--- config.mk ---
export PLATFORM = sky130hd
export DESIGN_NAME = reg_writeback_unit
export DESIGN_NICKNAME = d
export VERILOG_FILES = /design/src/rtl/reg_writeback_unit.sv
export SDC_FILE = /design/constraint.sdc
export NUM_CORES = 1
export LEC_CHECK = 0
export CAP_MARGIN = 20
export CORE_MARGIN = 2
export CORE_UTILIZATION = 53
export CTS_BUF_LIST = sky130_fd_sc_hd__clkbuf_8 sky130_fd_sc_hd__clkbuf_16
export CTS_CLUSTER_DIAMETER = 150
export CTS_CLUSTER_SIZE = 28
export DETAILED_ROUTE_END_ITERATION = 7
export HOLD_SLACK_MARGIN = 0.03
export PLACE_DENSITY = 0.81
export SKIP_LAST_GASP = 1
export SLEW_MARGIN = 0
export SYNTH_ARGS = -nofsm -noshare
export SYNTH_HDL_FRONTEND = slang
export SYNTH_SLANG_ARGS = --single-unit
--- constraint.sdc ---
create_clock -name clk -period 2.7 [get_ports clk]
set_input_delay 0.405 -clock clk [delete_from_list [all_inputs] [get_ports clk]]
set_output_delay 0.405 -clock clk [all_outputs]
set_load 0.01 [all_outputs]
--- src/rtl/reg_writeback_unit.sv ---
// -----------------------------------------------------------------------------
// reg_writeback_unit
// Drives the write port (Rd/RW/wr) of the 16x16 register file from two result
// sources. ALU results are single-cycle and always take the port when present.
// Load results returned by data memory arrive at variable times, so they are
// buffered in a small FIFO. The FIFO drains whenever the ALU leaves the port
// idle. A pending-load scoreboard tells decode when a source operand is still
// waiting on a load that has not been written back.
//
// Ports
//   clk        system clock, all state updates on the rising edge
//   rst        synchronous, active-high reset
//   alu_valid  ALU result present this cycle
//   alu_rd     ALU destination register
//   alu_data   ALU result
//   mem_valid  load data returned this cycle
//   mem_rd     load destination register
//   mem_data   load data
//   mem_ready  FIFO can accept a load result (not full)
//   ld_issue   load issued to memory this cycle
//   ld_rd      destination register of the issued load
//   Rs, Rt     decode-stage source operand queries
//   stall      combinational: either source has a pending load
//   Rd, RW, wr registered register-file write port
//   count      FIFO occupancy
// -----------------------------------------------------------------------------
module reg_writeback_unit #(
    parameter int DEPTH = 4,
    parameter int AW    = 2
) (
    input  logic          clk,
    input  logic          rst,
    input  logic          alu_valid,
    input  logic [3:0]    alu_rd,
    input  logic [15:0]   alu_data,
    input  logic          mem_valid,
    input  logic [3:0]    mem_rd,
    input  logic [15:0]   mem_data,
    output logic          mem_ready,
    input  logic          ld_issue,
    input  logic [3:0]    ld_rd,
    input  logic [3:0]    Rs,
    input  logic [3:0]    Rt,
    output logic          stall,
    output logic [3:0]    Rd,
    output logic [15:0]   RW,
    output logic          wr,
    output logic [AW:0]   count
);

    localparam logic [AW:0] L_FULL = (AW+1)'(DEPTH);

    logic [3:0]    r_fifo_rd   [DEPTH];
    logic [15:0]   r_fifo_data [DEPTH];
    logic [AW-1:0] r_head;
    logic [AW-1:0] r_tail;
    logic [AW:0]   r_count;
    logic [15:0]   r_pend;
    logic [3:0]    r_rd;
    logic [15:0]   r_rw;
    logic          r_wr;

    logic          w_push;
    logic          w_pop;
    logic [3:0]    w_head_rd;
    logic [15:0]   w_head_data;
    logic [15:0]   w_set_mask;
    logic [15:0]   w_clr_mask;

    assign w_head_rd   = r_fifo_rd[r_head];
    assign w_head_data = r_fifo_data[r_head];

    assign mem_ready = (r_count != L_FULL);
    assign w_push    = mem_valid && mem_ready;
    // ALU owns the port whenever it has a result; loads only fill idle slots.
    // A load pushed this cycle is not visible to the pop until the next one.
    assign w_pop     = !alu_valid && (r_count != '0);

    // Set is OR-ed in after the clear, so a re-issued load to the register
    // being written back this cycle stays pending.
    assign w_set_mask = ld_issue ? (16'h0001 << ld_rd)     : 16'h0000;
    assign w_clr_mask = w_pop    ? (16'h0001 << w_head_rd) : 16'h0000;

    assign stall = r_pend[Rs] | r_pend[Rt];

    assign Rd    = r_rd;
    assign RW    = r_rw;
    assign wr    = r_wr;
    assign count = r_count;

    // FIFO storage is not reset; the pointers and count define validity.
    always_ff @(posedge clk) begin
        if (!rst && w_push) begin
            r_fifo_rd[r_tail]   <= mem_rd;
            r_fifo_data[r_tail] <= mem_data;
        end
    end

    always_ff @(posedge clk) begin
        if (rst) begin
            r_head  <= '0;
            r_tail  <= '0;
            r_count <= '0;
            r_pend  <= 16'h0000;
            r_rd    <= 4'h0;
            r_rw    <= 16'h0000;
            r_wr    <= 1'b0;
        end else begin
            // Pointers are AW bits wide, so they wrap modulo DEPTH for free.
            if (w_push) r_tail <= r_tail + 1'b1;
            if (w_pop)  r_head <= r_head + 1'b1;

            case ({w_push, w_pop})
                2'b10:   r_count <= r_count + 1'b1;
                2'b01:   r_count <= r_count - 1'b1;
                default: r_count <= r_count;
            endcase

            r_pend <= (r_pend & ~w_clr_mask) | w_set_mask;

            if (alu_valid) begin
                r_wr <= 1'b1;
                r_rd <= alu_rd;
                r_rw <= alu_data;
            end else if (w_pop) begin
                r_wr <= 1'b1;
                r_rd <= w_head_rd;
                r_rw <= w_head_data;
            end else begin
                r_wr <= 1'b0;
            end
        end
    end

endmodule

==> out/qor.yml, run 1 <==
synth.most_common_cell: "edfxtp_1"
grt_pass1_vias: 3842
ys_top_cells_by_area: "edfxtp_1, dfxtp_1, mux4_2"
dpl_cell_area_um2: 6260
firstDrtPassIters: 6
cts.clk_slew.worst_paths_ns: 0.06
grt.overflow.total: 0
seqCellArea_um2: 3320
slew_headroom_pct: 39.6
rsz0062_at_grt: "no"
cts_tree: "done"
switchingPower_mw: 1.72
slew_viol_final: 0
dieWidth_um: 104
numCtsBuffers: 17
power_frac_seq_pct: 39.6
synth_edf_count: 80
numPortBuffers: 82
status: "finished clean"
multi_input_area_um2: 1770
clock.fmax_mhz: 389
max_cap_violations: 0
p_int_mw: 4.14
yosysTopAreaCell: "edfxtp_1"
std_cell_rows: 36
antenna_found_initial: 0
syn-instance-count: 369
ios: 83
worstPathRequired_ns: 2.30
combPwrFrac_pct: 23.9
fp.dieArea_um2: 10800
synthArstFlopShare_pct: 0
tightestPinTransition_ns: 0.906
globalplace.congestion: 0.872
hold_viol: 0
core_um2: 9730
cellLeakagePower_nw: 2.40
cts_max_level: 4
dieHeight_um: 104
cp-end-kind: "output port"
fillers: 635
clkPwrFrac_pct: 36.4
final_nets: 520
switching_share_pct: 29.4
path_class: "flop to output port"
clock_skew_ns: 0.00900
p_per_area_nw_per_um2: 862
synth_area_um2: 5300
finalCritPeriodShare_pct: 95.3
setup_viol: 0
period_needed_ns: 2.57
crit_fanout: 3
grt_usage_pct: 23.8
clockBufferDepth: 2
drtAntennaViolNets: 0
drc: 0
synth-warning-count: 0
drt_iter0_drc: 329
viasPerCell: 6.02
synthFlopType: "edfxtp_1"
clk_latency_ns: 0.52
grt_pass1_wl_um: 19700
arrival_ns: 2.17
ys_types: 36
post-route-util_pct: 69.9
area_delta_synth_final_pct: 28.3
cts_num_sinks: 126
ys_ff_latch: 126
min-delay-path-class: "primary input to flop"
synth_nets: 432
synth_commonest_cells: "edfxtp_1, dfxtp_1, a21oi_1"
grt_max_degree: 50
yosysTopAreaCellShare_pct: 45.3
routedWlPerCell_um: 20.4
start_util_pct: 54.5
vias: 3633
syn_area_per_cell_um2: 14.4
hpwl_um: 7690
cts_setup_buffers: 0
yosysSeqAreaShare_pct: 62.7
cts_root_buf: "clkbuf_8"
drive_gt1_share_pct: 15.3
num_antenna_cells: 0
start_kind: "flop"
fin_area_um2: 6800
ctsHoldBuffers: 0
routed_wl_um: 12300
peakVddDrop_uv: 567
## cells in the final DEF (no fill, tap or decap), types with 4 or more instances in the layout
cell type,instances
mux4_2,22
a21oi_1,42
clkinv_4,5
o21ai_0,4
clkbuf_16,16
inv_1,25
and2_1,6
edfxtp_1,80
ha_1,5
mux4_1,8
nor2b_1,4
clkdlybuf4s50_1,77
a311oi_1,16
dfxtp_1,46
clkinv_2,6
buf_4,11
a221oi_1,20
nor2_1,7
nand2_1,37
## cell families (layout without fill, tap and decap cells)
| kind of cell | Yosys count | count (layout) | share of synthesized area (%) |
|---|---|---|---|
| buffers and inverters | 49 | 150 | 3.73 |
| xor gates and xnor gates | 2 | 2 | 0.330 |
| AOI/OAI and AO/OA | 83 | 83 | 10.4 |
| muxes | 31 | 31 | 13.6 |
| DFF | 126 | 126 | 62.7 |
| adders and majority gates | 6 | 6 | 1.56 |
| and+or+nand+nor | 72 | 72 | 7.62 |
## what timing repair did
| action | in CTS | in global routing |
|---|---|---|
| endpoints found under the hold margin | 0 | 0 |
| setup endpoints to repair | 1 | 1 |
| gates cloned | 0 | 0 |
| resized for setup | 6 | 1 |
## path summary, 6_finish.rpt
kind,start,endpoint,slack (ns),depth (start not counted)
worst max-delay path,r_pend[9],stall,0.13,4
worst min-delay path,rst,count[1],0.44,3
worst max register to register,count[0],count[2],0.53,8
worst min register to register,r_head[1],r_head[1],0.51,2
## power groups by stage
stage | logic, mW | registers [mW] | clock network, mW
after CTS | 1.41 | 2.32 | 2.16
after detailed placement | 1.39 | 2.36 | 0
after global placement | 1.36 | 2.35 | 0
final | 1.40 | 2.32 | 2.13
after global routing | 1.52 | 2.34 | 2.23
after floorplan | 0.831 | 2.37 | 0
## metrics by stage
step | power (mW) | setup WS [ns] | setup TNS [ns] | instances | hold WS [ns]
after global placement | 3.71 | -0.414 | -0.414 | 571 | 0.459
after global routing | 6.09 | 0.0319 | 0 | 603 | 0.449
final | 5.86 | 0.127 | 0 | 603 | 0.444
after detailed placement | 3.75 | -0.476 | -0.476 | 571 | 0.493
after floorplan | 3.20 | 0.315 | 0 | 369 | 0.453
after CTS | 5.89 | 0.0101 | 0 | 603 | 0.442
## registers in the layout (all words and copies together), names as in the netlist, named ones only
signal       count
Rd               4
wr               1
RW              16
r_fifo_rd       16
r_fifo_data     64
count            3
r_pend          16
r_head           2
r_tail           2
## worst max-delay path, stage by stage (launching register included)
cell and delay, ns:
dfxtp_1 0.32, mux4_1 0.50, mux4_2 0.47, or2_1 0.23, clkbuf_2 0.13
## area by class of cell
| cell class | instances | area share (%) |
|---|---|---|
| inverters | 25 | 1.38 |
| flip-flops and latches | 126 | 48.9 |
| repair buffers | 93 | 13.0 |
| clock buffers | 17 | 6.09 |
| well taps | 133 | 2.45 |
| clock inverters | 15 | 2.15 |
| multi-input cells | 194 | 26.1 |
## routing by layer
metal / track usage (%) / wire length [um] / vias to the layer above / share of wire, %
li1: - / - / 1619 / -
met1: 28.8 / 4760 / 1788 / 39
met2: 39.7 / 6330 / 196 / 51
met3: 6.83 / 899 / 30 / 7.3
met4: 10.7 / 310 / 0 / 2.5
met5: 0 / 0 / - / 0
Note: power is estimated with default switching activity, not from simulation.
==> run 2: changes to the inputs <==
- GPL_TIMING_DRIVEN: not set -> 0
- PLACE_DENSITY: 0.81 -> 0.84
- SKIP_CTS_REPAIR_TIMING: not set -> 1
==> run 2 against run 1 <==
Sequential power hardly changed; wire length is 8.8% higher; fmax is 3.7% lower; highest routed layer unchanged; combinational power is 10% higher; via count is 3.9% higher; register-to-register slack worse by 0.30 ns; final cell count is 3.0% higher; count of clock-buffer cells in the layout stayed put; die area stayed put.
==> out/qor.yml, run 2 (synthesis gave the netlist of run 1 again) <==
status: "finished clean"
antenna_found_initial: 0  # unchanged
viasPerCell: 6.08  # +0.90%
arrival_ns: 2.27  # +0.10 ns
critPathMaxStageDelay_ns: 0.53  # +0.03 ns
clkPwrFrac_pct: 38.5  # +2.1 points
cts_tree: "done"
grt_usage_pct: 25.3  # +1.6 points
hpwl_um: 8020  # +4.3%
fin_ws_ns: 0.0287  # -0.0981 ns
cts_num_sinks: 126  # unchanged
power_frac_seq_pct: 37.0  # -2.6 points
fp.dieArea_um2: 10800  # unchanged
crit_path_top_delay_cell: "mux4_1"
area_delta_synth_final_pct: 32.0
drc: 0  # unchanged
min-delay-path-class: "primary input to flop"
reg2reg_depth: 8  # unchanged
routed_wl_um: 13400  # +8.8%
dieHeight_um: 104  # unchanged
switchingPower_mw: 1.79  # +3.9%
grt_pass1_vias: 3857  # +0.39%
regToRegStartpoint: "count[0]"
start_kind: "flop"
start_util_pct: 54.5  # unchanged
tightestPinTransition_ns: 1.06  # +0.158 ns
slew_headroom_pct: 29.0  # -11 points
cts_root_buf: "clkbuf_8"
final_common_cell: "edfxtp_1"
ios: 83  # unchanged
fin_cells: 621  # +3.0%
firstDrtPassIters: 5  # -1
clockBufferDepth: 2  # unchanged
regMostFlops: "r_fifo_data"
p_int_mw: 4.50  # +8.7%
peakVddDrop_uv: 574  # +1.2%
dpl_worst_slack_ns: -0.737  # -0.261 ns
final_cell_mix: "edfxtp_1, clkdlybuf4s50_1, dfxtp_1"
path_buf_inv: 1  # unchanged
holdPathEnd: "RW[4]"
crit_fanout: 3  # unchanged
setup_viol: 0  # unchanged
numCtsBuffers: 17  # unchanged
place_inst: 583  # +2.1%
setup_tns_ns: 0  # unchanged
combPwrFrac_pct: 24.5  # +0.6 points
clock.fmax_mhz: 374  # -3.7%
largest_register_ffs: 64  # unchanged
core_um2: 9730  # unchanged
clock_skew_ns: 0.00708  # -0.00192 ns
p_per_area_nw_per_um2: 899  # +4.3%
cts_max_level: 4  # unchanged
num_antenna_cells: 0  # unchanged
globalplace.congestion: 0.800  # -8.3%
vias: 3775  # +3.9%
final_nets: 538  # +3.5%
grt.overflow.total: 0  # unchanged
worstPathRequired_ns: 2.30  # about the same
dieWidth_um: 104  # unchanged
cts.clk_slew.worst_paths_ns: 0.06  # about the same
cp-end-kind: "output port"
numPortBuffers: 81  # -1.2%
grt_max_degree: 21  # -58%
r2r_setup_slack_ns: 0.23  # -0.30 ns
finalCritPeriodShare_pct: 98.9  # +3.6 points
routedWlPerCell_um: 21.6  # +5.6%
slew_viol_final: 0  # unchanged
period_needed_ns: 2.67  # +0.0981 ns
hold_viol: 0  # unchanged
clk_latency_ns: 0.52  # about the same
drt_iter0_drc: 230  # -30%
grt_pass1_wl_um: 20600  # +4.6%
fin_area_um2: 7000  # +2.9%
path_class: "flop to output port"
max_cap_violations: 0  # unchanged
hold_depth: 3  # unchanged
drive_gt1_share_pct: 14.1  # -1.2 points
r2r-end: "count[2]"
switching_share_pct: 28.5  # -0.93 points
min-delay-start: "alu_data[4]"
cellLeakagePower_nw: 2.49  # +4.1%
hold-worst-slack_ns: 0.460  # +0.0157 ns
dpl_cell_area_um2: 6280  # +0.34%
crit_chain: "mux4_1 > mux4_2 > or2_1 > dlymetal6s2s_1"
cp_top_family: "multiplexers"
drtAntennaViolNets: 0  # unchanged
std_cell_rows: 36  # unchanged
==> run 2: changes by cell type in the layout (fill, tap and decap cells not counted), moves of 2 or more <==
| cell | previous run | this run |
|---|---|---|
| mux4_1 | 8 | 10 |
| dlygate4sd2_1 | 2 | 0 |
| buf_1 | 0 | 9 |
| dlymetal6s2s_1 | 0 | 3 |
| mux4_2 | 22 | 20 |
| clkinv_2 | 6 | 2 |
| clkinvlp_4 | 0 | 3 |
| bufinv_16 | 2 | 5 |
| clkbuf_2 | 1 | 3 |
| clkbuf_1 | 0 | 8 |
| buf_4 | 11 | 5 |
==> run 2: power groups by stage <==
stage	logic, mW	registers [mW]	clock network [mW]
final	1.54	2.33	2.42
after floorplan	0.831	2.37	0
after global placement	1.38	2.35	0
after global routing	1.66	2.34	2.52
after CTS	1.45	2.33	2.44
after detailed placement	1.41	2.36	0
==> run 2: layout make-up <==
class / count / area (um2)
tap: 133 / 166
timing repair buffer: 87 / 891
fill: 630 / 2730
multi-input combinational: 194 / 1780
clock buffer: 17 / 414
sequential: 126 / 3320
buffer: 24 / 108
clock inverter: 15 / 221
inverter: 25 / 93.8
==> run 2: metal layers <==
| metal | vias up | GRT usage [%] | wire length, um |
|---|---|---|---|
| met2 | 202 | 43.3 | 6820 |
| met1 | 1871 | 29.5 | 5100 |
| li1 | 1665 | - | - |
| met3 | 37 | 7.14 | 1050 |
| met5 | - | 0 | 0 |
| met4 | 0 | 12.2 | 410 |
==> run 2: worst max path at each step <==
stage | startpoint | end | slack [ns] | cells after the start
after floorplan | count[0] | count[2] | 0.31 | 8
after global placement | alu_valid | count[2] | -0.67 | 9
after detailed placement | alu_valid | count[2] | -0.74 | 9
after CTS | Rt[0] | stall | -0.49 | 5
after global routing | r_pend[13] | stall | -0.02 | 4
final | r_pend[13] | stall | 0.03 | 4
==> run 2: metrics by stage <==
step | utilization, % | power [mW]
3_5_place_dp | 64.5 | 3.77
2_1_floorplan | - | 3.20
6_report | 71.9 | 6.29
3_3_place_gp | 64.5 | 3.72
4_1_cts | 71.1 | 6.22
5_1_grt | 71.9 | 6.52
==> run 2: worst register-to-register path, cell delays in order, from the launching register on <==
cell and delay [ns]:
dfxtp_1 0.40, nor3_4 0.33, clkbuf_2 0.32, nor2_1 0.13, ha_1 0.24, fa_1 0.38
xnor2_1 0.15, or3_1 0.31, a21oi_1 0.14
==> run 3: changes to the inputs <==
- CAP_MARGIN: 20 -> not set
==> run 3 against run 2 <==
Flip-flop and latch count unchanged; via count decreased by 1.0%; critical path type unchanged; fmax about the same; critical path depth stayed put; largest power group unchanged.
==> out/qor.yml, run 3 (synthesis gave the netlist of run 1 again) <==
worstPathRequired_ns: 2.30  # about the same
dpl_worst_slack_ns: -0.737  # unchanged
cts_tree: "done"
holdPathEnd: "RW[4]"
cts_max_level: 4  # unchanged
ios: 83  # unchanged
cellLeakagePower_nw: 2.48  # -0.75%
core_um2: 9730  # unchanged
setup_viol: 0  # unchanged
min-delay-start: "alu_data[4]"
std_cell_rows: 36  # unchanged
cts_num_sinks: 126  # unchanged
antenna_found_initial: 0  # unchanged
slew_viol_final: 0  # unchanged
status: "finished clean"
startpoint: "r_pend[13]"
crit_chain: "mux4_1 > mux4_2 > or2_1 > dlymetal6s2s_1"
grt_use_met1_pct: 29.5  # unchanged
fin_ws_ns: 0.0291  # +0.000483 ns
clk_latency_ns: 0.52  # about the same
regMostFlops: "r_fifo_data"
cts.clk_slew.worst_paths_ns: 0.06  # about the same
hpwl_um: 8020  # unchanged
grt_pass1_vias: 3857  # unchanged
numPortBuffers: 81  # unchanged
busiest_layer: "met2"
met3_usage_pct: 7.14  # unchanged
hold_viol: 0  # unchanged
hold_depth: 3  # unchanged
drtAntennaViolNets: 0  # unchanged
grt_usage_pct: 25.3  # unchanged
viasPerCell: 6.04  # -0.69%
r2r_setup_slack_ns: 0.23  # about the same
clock_skew_ns: 0.00611  # -0.000969 ns
crit_path_top_delay_cell: "mux4_1"
max_cap_violations: 0  # unchanged
routedWlPerCell_um: 21.5  # -0.46%
dieWidth_um: 104  # unchanged
cts_root_buf: "clkbuf_8"
slew_headroom_pct: 24.0  # -5.1 points
globalplace.congestion: 0.800  # unchanged
largest_register_ffs: 64  # unchanged
p_per_area_nw_per_um2: 904  # +0.58%
critPathMaxStageDelay_ns: 0.53  # about the same
reg2reg_depth: 8  # unchanged
routed_wl_um: 13300  # -0.78%
regToRegStartpoint: "count[0]"
fin_area_um2: 6960  # -0.61%
grt_pass1_wl_um: 20600  # unchanged
finalCritPeriodShare_pct: 98.9  # about the same
dieHeight_um: 104  # unchanged
peakVddDrop_uv: 575  # +0.21%
period_needed_ns: 2.67  # -0.000483 ns
num_antenna_cells: 0  # unchanged
final_common_cell: "edfxtp_1"
drive_gt1_share_pct: 13.8  # -0.35 points
drc: 0  # unchanged
start_util_pct: 54.5  # unchanged
arrival_ns: 2.27  # about the same
cp-end-kind: "output port"
r2r-end: "count[2]"
start_kind: "flop"
path_buf_inv: 1  # unchanged
firstDrtPassIters: 5  # unchanged
min-delay-path-class: "primary input to flop"
grt.overflow.total: 0  # unchanged
cp_top_family: "multiplexers"
cp_num_cells: 4  # unchanged
crit_fanout: 3  # unchanged
path_class: "flop to output port"
grt_max_degree: 21  # unchanged
area_delta_synth_final_pct: 31.2
drt_iter0_drc: 242  # +5.2%
final_cell_mix: "edfxtp_1, clkdlybuf4s50_1, dfxtp_1"
dpl_cell_area_um2: 6280  # unchanged
setup_tns_ns: 0  # unchanged
fp.dieArea_um2: 10800  # unchanged
final_nets: 536  # -0.37%
clock.fmax_mhz: 374  # about the same
clockBufferDepth: 2  # unchanged
numCtsBuffers: 17  # unchanged
tightestPinTransition_ns: 1.14  # +0.0759 ns
use_met2_pct: 43.3  # unchanged
vias: 3737  # -1.0%
[run 3: changes by cell type in the layout (fill, tap and decap cells not counted)]
cell	delta
buf_16	-1
buf_8	-1
[run 3: report_power, final]
part	switching [mW]	internal (mW)	total, mW
combinational	0.843	0.693	1.54
sequential	0.114	2.21	2.33
clock	0.834	1.59	2.42
[run 3: worst min-delay path, stage by stage]
cell	delay [ns]
clkdlybuf4s50_1	0.39
inv_1	0.05
a221oi_1	0.07
[run 3: final cells by class]
type                       count  area [um2]
inverter                      25        93.8
clock buffer                  17         414
timing repair buffer          85         848
multi-input combinational    194        1780
fill                         635        2770
buffer                        24         108
clock inverter                15         221
sequential                   126        3320
tap                          133         166
[run 3: routing by layer]
| layer | wire length, um | vias to the layer above |
|---|---|---|
| li1 | - | 1657 |
| met1 | 5110 | 1847 |
| met2 | 6750 | 196 |
| met3 | 982 | 37 |
| met4 | 437 | 0 |
| met5 | 0 | - |
[run 3: worst max path at each step]
stage / endpoint / slack, ns
floorplan: count[2] / 0.31
global placement: count[2] / -0.67
detailed placement: count[2] / -0.74
CTS: stall / -0.49
global route: stall / -0.02
finish: stall / 0.03
[run 3: per-stage QoR]
stage / instances / power, mW / hold WS [ns] / util [%]
3_5_place_dp: 583 / 3.77 / 0.506 / 64.5
2_1_floorplan: 369 / 3.20 / 0.453 / -
4_1_cts: 615 / 6.22 / 0.440 / 71.1
5_1_grt: 619 / 6.52 / 0.467 / 71.5
6_report: 619 / 6.29 / 0.458 / 71.5
3_3_place_gp: 583 / 3.72 / 0.467 / 64.5
